## src/rtl/tlb_ctrl_pkg.sv

```systemverilog
// Shared CPU types for the TLB instruction controller: op codes, entry layout, index width.
package tlb_ctrl_pkg;

    localparam int TLB_ENTRIES_NUM = 16;

    typedef logic [$clog2(TLB_ENTRIES_NUM)-1:0] tlb_index_t;

    typedef enum logic [1:0] {
        TLBP  = 2'd0,
        TLBR  = 2'd1,
        TLBWI = 2'd2,
        TLBWR = 2'd3
    } tlb_op_t;

    typedef struct packed {
        logic [18:0] vpn2;
        logic [7:0]  asid;
        logic [11:0] pagemask;
        logic        g;
        logic [19:0] pfn0;
        logic [2:0]  c0;
        logic        d0;
        logic        v0;
        logic [19:0] pfn1;
        logic [2:0]  c1;
        logic        d1;
        logic        v1;
    } tlb_entry_t;

endpackage

```

## src/rtl/tlb_ctrl_if.sv

```systemverilog
// Bundle of commit-stage, CP0 and TLB-array signals around tlb_ctrl; slave is the controller side.
interface tlb_ctrl_if import tlb_ctrl_pkg::*; #(
    parameter int TLB_ENTRIES = TLB_ENTRIES_NUM
) ();
    localparam int IW = $clog2(TLB_ENTRIES);

    logic             req_valid;
    tlb_op_t          req_op;
    logic             req_ready;
    logic             done;
    logic [31:0]      cp0_index;
    logic [31:0]      cp0_wired;
    logic             cp0_wired_we;
    logic [31:0]      cp0_entry_hi;
    tlb_entry_t       cp0_entry;
    logic [IW-1:0]    tlbrw_index;
    logic             tlbrw_we;
    tlb_entry_t       tlbrw_wdata;
    tlb_entry_t       tlbrw_rdata;
    logic [31:0]      tlbp_entry_hi;
    logic [31:0]      tlbp_index;
    logic             cp0_index_we;
    logic [31:0]      cp0_index_wdata;
    logic             cp0_entry_we;
    tlb_entry_t       cp0_entry_wdata;
    logic [IW-1:0]    cp0_random;

    modport master (
        output req_valid, req_op, cp0_index, cp0_wired, cp0_wired_we, cp0_entry_hi,
               cp0_entry, tlbrw_rdata, tlbp_index,
        input  req_ready, done, tlbrw_index, tlbrw_we, tlbrw_wdata, tlbp_entry_hi,
               cp0_index_we, cp0_index_wdata, cp0_entry_we, cp0_entry_wdata, cp0_random
    );

    modport slave (
        input  req_valid, req_op, cp0_index, cp0_wired, cp0_wired_we, cp0_entry_hi,
               cp0_entry, tlbrw_rdata, tlbp_index,
        output req_ready, done, tlbrw_index, tlbrw_we, tlbrw_wdata, tlbp_entry_hi,
               cp0_index_we, cp0_index_wdata, cp0_entry_we, cp0_entry_wdata, cp0_random
    );
endinterface

```

## src/rtl/tlb_ctrl_random.sv

```systemverilog
// CP0 Random counter: free-running down-counter that wraps from the floor back to TLB_ENTRIES-1.
module tlb_random #(
    parameter int TLB_ENTRIES = 16,
    localparam int IW = $clog2(TLB_ENTRIES)
) (
    input  logic          clk,
    input  logic          resetn,
    input  logic [IW-1:0] wired,
    input  logic          wired_we,
    output logic [IW-1:0] random
);
    localparam logic [IW-1:0] RND_MAX = IW'(TLB_ENTRIES - 1);

    logic [IW-1:0] random_q, random_d;

    // A floor at the top leaves no legal range, so the counter parks at RND_MAX.
    always_comb begin
        random_d = random_q - IW'(1);
        if (wired_we || (random_q == wired) || (wired >= RND_MAX))
            random_d = RND_MAX;
    end

    always_ff @(posedge clk or negedge resetn) begin
        if (!resetn) random_q <= RND_MAX;
        else         random_q <= random_d;
    end

    assign random = random_q;
endmodule

```

## src/rtl/tlb_ctrl.sv

```systemverilog
// Sequences TLBP/TLBR/TLBWI/TLBWR between CP0 and the TLB array in three cycles per op.
// Optional build macro TLB_CTRL_WIRED_EN: CP0 Wired sets the Random wrap floor.
module tlb_ctrl import tlb_ctrl_pkg::*; #(
    parameter int TLB_ENTRIES = TLB_ENTRIES_NUM,
    localparam int IW = $clog2(TLB_ENTRIES)
) (
    input  logic     clk,
    input  logic     resetn,
    tlb_ctrl_if.slave bus
);
    localparam logic [2:0] S_IDLE  = 3'd0;
    localparam logic [2:0] S_PROBE = 3'd1;
    localparam logic [2:0] S_READ  = 3'd2;
    localparam logic [2:0] S_WRITE = 3'd3;
    localparam logic [2:0] S_DONE  = 3'd4;

    logic [2:0]    state_q, state_d;
    tlb_op_t       op_q, op_d;
    logic [31:0]   ehi_q, ehi_d;
    tlb_entry_t    entry_q, entry_d;
    logic [IW-1:0] idx_q, idx_d;
    logic [31:0]   probe_q, probe_d;
    tlb_entry_t    rdata_q, rdata_d;

    logic [IW-1:0] floor_w;
    logic          wired_we_w;
    logic [IW-1:0] random_w;
    logic          unused_bits;

`ifdef TLB_CTRL_WIRED_EN
    assign floor_w     = bus.cp0_wired[IW-1:0];
    assign wired_we_w  = bus.cp0_wired_we;
    assign unused_bits = ^{bus.cp0_index[31:IW], bus.cp0_wired[31:IW]};
`else
    assign floor_w     = '0;
    assign wired_we_w  = 1'b0;
    assign unused_bits = ^{bus.cp0_index[31:IW], bus.cp0_wired, bus.cp0_wired_we};
`endif

    tlb_random #(.TLB_ENTRIES(TLB_ENTRIES)) u_random (
        .clk      (clk),
        .resetn   (resetn),
        .wired    (floor_w),
        .wired_we (wired_we_w),
        .random   (random_w)
    );

    always_comb begin
        state_d = state_q;
        op_d    = op_q;
        ehi_d   = ehi_q;
        entry_d = entry_q;
        idx_d   = idx_q;
        probe_d = probe_q;
        rdata_d = rdata_q;
        case (state_q)
            S_IDLE: begin
                if (bus.req_valid) begin
                    op_d    = bus.req_op;
                    ehi_d   = bus.cp0_entry_hi;
                    entry_d = bus.cp0_entry;
                    idx_d   = (bus.req_op == TLBWR) ? random_w : bus.cp0_index[IW-1:0];
                    case (bus.req_op)
                        TLBP:    state_d = S_PROBE;
                        TLBR:    state_d = S_READ;
                        default: state_d = S_WRITE;
                    endcase
                end
            end
            S_PROBE: begin
                probe_d = bus.tlbp_index;
                state_d = S_DONE;
            end
            S_READ: begin
                rdata_d = bus.tlbrw_rdata;
                state_d = S_DONE;
            end
            S_WRITE: state_d = S_DONE;
            default: state_d = S_IDLE;
        endcase
    end

    always_ff @(posedge clk or negedge resetn) begin
        if (!resetn) begin
            state_q <= S_IDLE;
            op_q    <= TLBP;
            ehi_q   <= '0;
            entry_q <= '0;
            idx_q   <= '0;
            probe_q <= '0;
            rdata_q <= '0;
        end else begin
            state_q <= state_d;
            op_q    <= op_d;
            ehi_q   <= ehi_d;
            entry_q <= entry_d;
            idx_q   <= idx_d;
            probe_q <= probe_d;
            rdata_q <= rdata_d;
        end
    end

    // Every strobe decodes from the registered state, so reset removes it immediately.
    assign bus.req_ready       = (state_q == S_IDLE);
    assign bus.done            = (state_q == S_DONE);
    assign bus.tlbrw_we        = (state_q == S_WRITE);
    assign bus.tlbrw_index     = idx_q;
    assign bus.tlbrw_wdata     = entry_q;
    assign bus.tlbp_entry_hi   = ehi_q;
    assign bus.cp0_index_we    = (state_q == S_DONE) && (op_q == TLBP);
    assign bus.cp0_index_wdata = probe_q;
    assign bus.cp0_entry_we    = (state_q == S_DONE) && (op_q == TLBR);
    assign bus.cp0_entry_wdata = rdata_q;
    assign bus.cp0_random      = random_w;
endmodule

```

## src/flat_wrapper.sv

```systemverilog
// flat-port wrapper written by rule: the top's interface ports become plain ports
module tlb_ctrl_flat import tlb_ctrl_pkg::*;
#(
    parameter int TLB_ENTRIES = TLB_ENTRIES_NUM,
    localparam int IW = $clog2(TLB_ENTRIES)
)
  (clk, resetn, bus_req_valid, bus_req_op, bus_cp0_index, bus_cp0_wired, bus_cp0_wired_we, bus_cp0_entry_hi, bus_cp0_entry, bus_tlbrw_rdata, bus_tlbp_index, bus_req_ready, bus_done, bus_tlbrw_index, bus_tlbrw_we, bus_tlbrw_wdata, bus_tlbp_entry_hi, bus_cp0_index_we, bus_cp0_index_wdata, bus_cp0_entry_we, bus_cp0_entry_wdata, bus_cp0_random);
  tlb_ctrl_if #(.TLB_ENTRIES(TLB_ENTRIES)) bus_i ();
  input  logic clk;
  input  logic resetn;
  input wire logic [$bits(bus_i.req_valid)-1:0] bus_req_valid;
  input wire logic [$bits(bus_i.req_op)-1:0] bus_req_op;
  input wire logic [$bits(bus_i.cp0_index)-1:0] bus_cp0_index;
  input wire logic [$bits(bus_i.cp0_wired)-1:0] bus_cp0_wired;
  input wire logic [$bits(bus_i.cp0_wired_we)-1:0] bus_cp0_wired_we;
  input wire logic [$bits(bus_i.cp0_entry_hi)-1:0] bus_cp0_entry_hi;
  input wire logic [$bits(bus_i.cp0_entry)-1:0] bus_cp0_entry;
  input wire logic [$bits(bus_i.tlbrw_rdata)-1:0] bus_tlbrw_rdata;
  input wire logic [$bits(bus_i.tlbp_index)-1:0] bus_tlbp_index;
  output wire logic [$bits(bus_i.req_ready)-1:0] bus_req_ready;
  output wire logic [$bits(bus_i.done)-1:0] bus_done;
  output wire logic [$bits(bus_i.tlbrw_index)-1:0] bus_tlbrw_index;
  output wire logic [$bits(bus_i.tlbrw_we)-1:0] bus_tlbrw_we;
  output wire logic [$bits(bus_i.tlbrw_wdata)-1:0] bus_tlbrw_wdata;
  output wire logic [$bits(bus_i.tlbp_entry_hi)-1:0] bus_tlbp_entry_hi;
  output wire logic [$bits(bus_i.cp0_index_we)-1:0] bus_cp0_index_we;
  output wire logic [$bits(bus_i.cp0_index_wdata)-1:0] bus_cp0_index_wdata;
  output wire logic [$bits(bus_i.cp0_entry_we)-1:0] bus_cp0_entry_we;
  output wire logic [$bits(bus_i.cp0_entry_wdata)-1:0] bus_cp0_entry_wdata;
  output wire logic [$bits(bus_i.cp0_random)-1:0] bus_cp0_random;
  assign bus_i.req_valid = bus_req_valid;
  assign bus_i.req_op = bus_req_op;
  assign bus_i.cp0_index = bus_cp0_index;
  assign bus_i.cp0_wired = bus_cp0_wired;
  assign bus_i.cp0_wired_we = bus_cp0_wired_we;
  assign bus_i.cp0_entry_hi = bus_cp0_entry_hi;
  assign bus_i.cp0_entry = bus_cp0_entry;
  assign bus_i.tlbrw_rdata = bus_tlbrw_rdata;
  assign bus_i.tlbp_index = bus_tlbp_index;
  assign bus_req_ready = bus_i.req_ready;
  assign bus_done = bus_i.done;
  assign bus_tlbrw_index = bus_i.tlbrw_index;
  assign bus_tlbrw_we = bus_i.tlbrw_we;
  assign bus_tlbrw_wdata = bus_i.tlbrw_wdata;
  assign bus_tlbp_entry_hi = bus_i.tlbp_entry_hi;
  assign bus_cp0_index_we = bus_i.cp0_index_we;
  assign bus_cp0_index_wdata = bus_i.cp0_index_wdata;
  assign bus_cp0_entry_we = bus_i.cp0_entry_we;
  assign bus_cp0_entry_wdata = bus_i.cp0_entry_wdata;
  assign bus_cp0_random = bus_i.cp0_random;
  tlb_ctrl #(.TLB_ENTRIES(TLB_ENTRIES)) u_core (.clk(clk), .resetn(resetn), .bus(bus_i));
endmodule
```

## config.mk

```make
export PLATFORM = sky130hd
export DESIGN_NAME = tlb_ctrl_flat
export DESIGN_NICKNAME = d
export VERILOG_FILES = /design/src/rtl/tlb_ctrl_pkg.sv /design/src/rtl/tlb_ctrl_if.sv /design/src/rtl/tlb_ctrl_random.sv /design/src/rtl/tlb_ctrl.sv /design/src/flat_wrapper.sv
export SDC_FILE = /design/constraint.sdc
export NUM_CORES = 1
export LEC_CHECK = 0
export BUFFER_PORTS_ARGS = -buffer_cell sky130_fd_sc_hd__buf_2
export CAP_MARGIN = 15
export CORE_AREA = 4 4 219 221
export DETAILED_ROUTE_END_ITERATION = 7
export DIE_AREA = 0 0 223 225
export HOLD_SLACK_MARGIN = 0.12
export MAX_ROUTING_LAYER = met4
export PLACE_DENSITY = 0.55
export SYNTH_ARGS = -nofsm -noshare
export SYNTH_HDL_FRONTEND = slang
export SYNTH_SLANG_ARGS = --single-unit
```

## constraint.sdc

```tcl
create_clock -name clk -period 2.25 [get_ports clk]
set_input_delay 0.45 -clock clk [delete_from_list [all_inputs] [get_ports clk]]
set_output_delay 0.45 -clock clk [all_outputs]
set_load 0.02 [all_outputs]
```

# ---- Yosys cells after proc, flatten, opt, wreduce, memory -nomap -nowiden
# Cells that the tools add are included.
dict set report word_totals {
  ff_bits 257
}
dict set report op_classes {
  reduce_logical 8
  eq_ne 8
  n_addsub 1
  muxes 5
}
# op n
set op_table {}
lappend op_table {{2-to-1 mux 4 bit} 2}
lappend op_table {{equality test 3 x 2 -> 1 bit, second input constant} 2}
lappend op_table {{one-hot mux 3 bit (2 select lines)} 1}
lappend op_table {{equality test 2 x 1 -> 1 bit, second input constant} 2}
lappend op_table {{zero test 2 bit} 2}
lappend op_table {{zero test 4 bit} 1}
lappend op_table {{one-hot mux 2 bit (2 select lines)} 1}
lappend op_table {{subtractor 4 x 1 -> 4 bit, second input constant} 1}
lappend op_table {{equality test 3 x 1 -> 1 bit, second input constant} 1}
lappend op_table {{equality test 3 bit, second input constant} 1}
lappend op_table {{zero test 3 bit} 1}
lappend op_table {{2-to-1 mux 3 bit} 1}
lappend op_table {{OR reduction 3 bit} 1}
lappend op_table {{equality test 2 bit, second input constant} 1}
lappend op_table {{logical AND 1 bit} 2}
lappend op_table {{inequality test 2 bit, second input constant} 1}
lappend op_table {{AND reduction 2 bit} 1}

# ---- Depth between registers and ports, before layout
# Gate-level depths: netlist of the first run.
dict set report depth {
  ltp_word 4
  depth_mapped 7
}

# ---- By module
# Synthesis of the first run repeated with hierarchy kept, for this count alone.
dict set report unflattened {
  cells_unflattened 576
  hier_area_um2 9734.3
}
# mod seq_area_each_um2 cells_each area_per_inst_um2 n_inst
set by_module_without_submodules {}
lappend by_module_without_submodules {tlb_ctrl 6331.1 556 9510.4 1}
lappend by_module_without_submodules {tlb_random 105.1 20 224.0 1}

# ---- Worst setup path before layout of the first run
# No wires, ideal clock.
dict set report synth_timing {
  path_type {register -> output}
  startpoint {register u_core.state_q[0]}
  endpoint {output port bus_cp0_entry_we}
  required_time_ps 1800
  path_stages_with_launch 4
  t_arrival_ps 1174
  setup_slack_ps 626
  cell_sequence {dfrtp_1 -> nor2_1 -> nand2_1 -> nor3b_1}
}
dict set report synth_via {
  elab_chain_cells 2
}
# item line_no
set synth_rtl {}
lappend synth_rtl {{from (decl)} tlb_ctrl.sv:17} ;# logic [2:0] state_q, state_d;
lappend synth_rtl {{from (signal assigned)} tlb_ctrl.sv:93} ;# state_q <= state_d;
lappend synth_rtl {{equality test 3 bit} tlb_ctrl.sv:112} ;# assign bus.cp0_entry_we = (state_q == S_DONE) && (op_q == TLBR);
lappend synth_rtl {{logical AND 1 bit} tlb_ctrl.sv:112}
lappend synth_rtl {{to (decl)} flat_wrapper.sv:28} ;# output wire logic [$bits(bus_i.cp0_entry_we)-1:0] bus_cp0_entry_we;
# No other way between the ends.

# ---- Worst setup path in the final report of the first run
# Ends and elaborated chain as after synthesis.

==> results.toml, run 1 <==
[global_route]
track_usage_pct = 11.6
grt_pass1_wl_um = 46200
grt_pass1_vias = 8557
antenna_found_initial = 1
gr-usage-met2_pct = 20.7
use_met1_pct = 12.8
globalRouteMet3Util_pct = 2.46
grt-busiest-layer = "met2"
grt_max_degree = 71
overflow = 0

[critical_path]
worst_setup_path_start_kind = "flop"
cp_num_buf_inv = 1
crit_required_ps = 1800
r2r_start = "u_core.state_q[2]"
cpPeakStageDelay_ps = 460
rr_endpoint = "u_core.bus.tlbrw_wdata[46]"
reg2reg_depth = 4
path_cells = "nor2_2 -> nand2_2 -> nor3b_2 -> buf_4"
cp-end-kind = "output port"
rrSetupSlack_ps = 390
critical-path-top-delay-family = "simple AND/OR/NAND/NOR gates"
worst_path_max_delay_cell = "dfrtp_2"
crit_type = "flop to output port"
path_max_fanout = 6
arrival_ps = 1660

[min_path]
min_from = "bus_cp0_entry[27]"
hold_class = "input pin to flop"
holdPathStages = 2
hold_path_end = "u_core.bus.tlbrw_wdata[27]"

[clock_tree]
cts_sinks = 257
max-clock-path-buffers = 3
root_buffer = "clkbuf_16"
path_clk_slew_ps = 60
clk_latency_ps = 540
htreeDepth = 1
cts_buffers = 29
cts_tree = "yes"

[die]
dieArea_sq_um = 50200
io-pin-count = 571
fp.dieH_um = 225
start_util_pct = 21.4
num_rows = 79
coreArea_sq_um = 46200
die_x_um = 223

[synth]
synthTopCellsByArea = "dfrtp_1 (64%), mux2_2 (22%), mux2_4 (7.6%), buf_12 (1.2%), dfstp_2 (1.1%)"
avgSynthCellArea_sq_um = 17.4
synth_fp_nets = 885
ys_seq_area_share_pct = 65.1
yosys_register_bits = 257
synth_top_area_share_pct = 64.0
synth_cells = 570
netlist_area_sq_um = 9890
synth_largest_area_cell = "dfrtp_1"
yosys_warnings = 0
yosysUniqueCellTypes = 23

[layout]
multi_input_area_sq_um = 3210
layout_common_cells = "buf_2 (507), dfrtp_1 (251), dlygate4sd3_1 (216)"
regArea_sq_um = 6440
drive_gt1_share_pct = 62.1
final_cells = 1945
nFillCells = 4441
area_growth_pct = 64.9
finish.utilization_pct = 35.3
final_nets = 1632
layout_commonest_cell = "buf_2"

[sta]
hold_viol = 0
fmax_ghz = 0.474
setup_tns_ps = 0
drv_slew = 0
rsz0062_at_grt = "no"
fin_crit_sh_pct = 93.8
clock_skew_ps = 9.33
setup_ws_ps = 139
timing.slew.headroom_pct = 72.0
tightestPinTransition_ps = 420
fin_crit_ps = 2110
setup_viol = 0

[power_and_ir_drop]
p_per_area_nw_per_um2 = 1420
total_power_mw = 23.1
ir_drop_v = 0.000799
p_leak_nw = 7.77

[flow_run]
max_cap_viol_count = 0

[routing]
dr.pass1.iters = 4
vias_per_cell = 3.88
vias = 7556
drt_iter0_drc = 210
drtAntennaViolNets = 0
drc = 0
wl_per_cell_um = 15.3
routed_wl_um = 29700

[placed_design]
port_buffers = 509
dp.cells = 1677
pre_cts_ws_ps = 331
dp_hpwl_um = 20800
gp_congestion = 0.781

[outcome]
status = "finished, final reports clean"
state kept, by name, indices dropped and copies added, names as in the netlist:
signal                      flops
u_core.bus.cp0_entry_wdata     90
u_core.bus.tlbrw_wdata         90
u_core.bus.cp0_index_wdata     32
u_core.bus.tlbp_entry_hi       32
u_core.bus.tlbrw_index          4
u_core.u_random.random          4
u_core.state_q                  3
u_core.op_q                     2
what timing repair did:
action,in CTS,in global routing
setup endpoints to repair,1,2
hold buffers,216,0
resized for setup,2,5
buffers inserted,0,0
endpoints found under the hold margin,245,0
cell usage after synthesis:
cell type	number
dfstp_2	4
buf_12	6
nor3_1	2
nand2_1	4
inv_1	5
o21a_1	1
ha_1	1
nor2_1	7
nor3b_2	1
buf_4	8
buf_6	1
a21boi_0	1
mux2_4	50
dfrtp_1	253
a21oi_1	5
nor3b_1	2
buf_2	14
mux2_2	196
nor4b_2	1
and3b_1	1
xor2_1	1
mux2i_1	4
o31ai_1	2
through the flow:
step	cell area, sq um	hold WS, ps
global route	16300	130
CTS	16300	120
global placement	13200	373
floorplan	9890	154
finish	16300	155
detailed placement	13200	375
worst reg2reg max path, delay by kind of cell (launching register included):
family / cells / cell delay [ps]
DFF: 1 / 500
muxes: 1 / 360
buffers and inverters: 2 / 480
and+or+nand+nor: 1 / 400
final cells by class:
type	instances	area share [%]
flip-flops and latches	257	39.5
repair buffers	745	30.5
inverters	5	0.115
multi-input cells	279	19.7
diodes	1	0.0153
clock buffers	45	5.25
well taps	607	4.66
clock inverters	6	0.337
metal layers:
metal / wire length, um / vias up
met5: 0 / -
li1: - / 3503
met3: 1970 / 64
met1: 11300 / 3688
met2: 15400 / 301
met4: 1010 / 0
how the worst max path moves through the flow:
stage          cells past startpoint                         end               from  slack, ps
3_5_place_dp                       5  u_core.bus.tlbrw_wdata[46]      bus_req_valid        330
2_1_floorplan                      3            bus_cp0_entry_we  u_core.state_q[0]        630
5_1_grt                            4            bus_cp0_entry_we  u_core.state_q[0]         20
4_1_cts                            4            bus_cp0_entry_we  u_core.state_q[0]          3
6_report                           4            bus_cp0_entry_we  u_core.state_q[0]        140
3_3_place_gp                       5  u_core.bus.tlbrw_wdata[46]      bus_req_valid        340
power breakdown:
group | switching [mW] | leakage (nW) | internal, mW | total, mW
Combinational | 5.68 | 4.31 | 4.74 | 10.4
Clock | 1.81 | 0.452 | 2.70 | 4.50
Sequential | 1.21 | 3.01 | 6.97 | 8.18
Total | 8.69 | 7.77 | 14.4 | 23.1
cell families (layout without fill, tap and decap cells):
logic type,after synthesis,after routing,synth area share [%]
adder cells (fa/ha/maj),1,1,0.126
multiplexers,250,250,30.3
AND/OR/NAND/NOR,18,18,1.04
flip-flops,257,257,65.1
XOR/XNOR,1,1,0.0885
AO/OA/AOI/OAI,9,9,0.556
other,0,1,0
buffers and inverters,34,801,2.83
(Power assumes the default switching activity.)
==> inputs of run 2 (changes only) <==
--- a/config.mk
+++ b/config.mk
@@ -12,7 +12,7 @@
 export DIE_AREA = 0 0 223 225
 export HOLD_SLACK_MARGIN = 0.12
 export MAX_ROUTING_LAYER = met4
-export PLACE_DENSITY = 0.55
+export SKIP_LAST_GASP = 1
 export SYNTH_ARGS = -nofsm -noshare
 export SYNTH_HDL_FRONTEND = slang
 export SYNTH_SLANG_ARGS = --single-unit
==> run 2 against run 1 <==
Against the previous run:
- non-clock buffer count is 10 higher
- utilization is 0.33 points higher
- power is 1.0% higher
- fmax is 0.97% higher
- critical path type unchanged
- critical endpoint unchanged
- largest cell class unchanged
==> results.toml, run 2 (synthesized netlist as in run 1, its figures left out) <==
[sta]
clock_skew_ps = 10.2
drv_slew = 0
fin_crit_ps = 2090
tightestPinTransition_ps = 527
hold_ws_ps = 151
setup_viol = 0
timing.slew.headroom_pct = 64.9
hold_viol = 0
fin_crit_sh_pct = 92.9
fmax_ghz = 0.478
setup_ws_ps = 159
setup_tns_ps = 0
rsz0062_at_grt = "no"

[layout]
final_nets = 1641
layout_common_cells = "buf_2 (507), dfrtp_1 (251), dlygate4sd3_1 (225)"
drive_gt1_share_pct = 62.1
nFillCells = 4409
area_growth_pct = 66.4
layout_commonest_cell = "buf_2"
final_cells = 1955

[critical_path]
crit_type = "flop to output port"
cp-end-kind = "output port"
path_max_fanout = 6
arrival_ps = 1640
worst_setup_path_start_kind = "flop"
crit_required_ps = 1800

[global_route]
grt_pass1_vias = 8630
grt_pass1_wl_um = 46400
antenna_found_initial = 1
track_usage_pct = 11.6
overflow = 0
grt_max_degree = 67
use_met1_pct = 12.7
grt-busiest-layer = "met2"
gr-usage-met2_pct = 21.0
globalRouteMet3Util_pct = 2.75

[clock_tree]
clk_latency_ps = 550
htreeDepth = 1
root_buffer = "clkbuf_16"
cts_sinks = 257
max-clock-path-buffers = 3
cts_setup_buffers = 0
path_clk_slew_ps = 60
cts_tree = "yes"
cts_buffers = 28

[routing]
vias_per_cell = 3.89
vias = 7611
drt_iter0_drc = 222
dr.pass1.iters = 6
drtAntennaViolNets = 0
wl_per_cell_um = 15.3
routed_wl_um = 30000
drc = 0

[power_and_ir_drop]
total_power_mw = 23.3
p_per_area_nw_per_um2 = 1420
p_leak_nw = 7.84
ir_drop_v = 0.000744

[placed_design]
gp_congestion = 0.779
dp_hpwl_um = 21100
port_buffers = 509
dp.cells = 1678
pre_cts_ws_ps = 340

[flow_run]
max_cap_viol_count = 0

[die]
die_x_um = 223
num_rows = 79
coreArea_sq_um = 46200
fp.dieH_um = 225
start_util_pct = 21.4
dieArea_sq_um = 50200
io-pin-count = 571

[min_path]
hold_class = "input pin to flop"

[outcome]
status = "finished, final reports clean"
==> run 2: cell types whose count changed in the layout (fill, tap and decap cells not counted) <==
cell,before,now
buf_4,13,14
bufinv_16,1,2
clkbuf_1,9,3
clkbuf_8,7,9
clkinv_4,0,1
clkinvlp_4,0,1
diode_2,1,2
dlygate4sd3_1,216,225
==> run 2: repair_timing <==
item | in CTS | in global routing
resized for setup | 2 | 5
hold endpoints to repair | 271 | 0
setup endpoints to repair | 2 | 2
hold buffers | 225 | 0
gates cloned | 0 | 0
==> run 2: per-stage QoR <==
stage / utilization (%) / cell area, sq um
after floorplan: - / 9890
after global placement: 28.7 / 13200
after detailed placement: 28.7 / 13200
after CTS: 35.6 / 16400
after global routing: 35.7 / 16500
final: 35.7 / 16500
==> run 2: final timing paths <==
path / cells after the start / to / from / slack, ps
min: 2 / u_core.bus.cp0_entry_wdata[15] / bus_tlbrw_rdata[15] / 150
max reg2reg: 4 / u_core.bus.tlbp_entry_hi[3] / u_core.state_q[2] / 340
min reg2reg: 1 / u_core.u_random.random[0] / u_core.u_random.random[0] / 490
min in group asynchronous: 2 / u_core.bus.tlbrw_wdata[65] / resetn / 460
max: 4 / bus_cp0_entry_we / u_core.state_q[0] / 160
max in group asynchronous: 3 / u_core.u_random.random[2] / resetn / 1040
==> run 2: layout make-up <==
class	count	area (sq um)	share of cell area, %
clock inverters	9	101	0.616
multi-input cells	279	3210	19.5
well taps	607	759	4.61
repair buffers	755	5070	30.8
clock buffers	41	861	5.23
diodes	2	5.00	0.0304
inverters	5	18.8	0.114
flip-flops and latches	257	6440	39.1
==> run 2: per-layer routing <==
metal	share of wire, %	up-vias
met4	2.9	0
li1	-	3523
met3	7.6	57
met1	38	3714
met2	52	317
met5	0	-
==> run 2: worst max-delay path, cell delays in order, from the launching register on <==
cell,delay [ps]
dfrtp_2,460
nor2_2,150
nand2_2,110
nor3b_2,210
buf_4,170
==> run 2: power by group <==
group          leakage, nW  internal [mW]  switching, mW
registers             3.01           6.97           1.26
logic                 4.35           4.73           5.68
clock network        0.478           2.86           1.84
total                 7.84           14.6           8.78
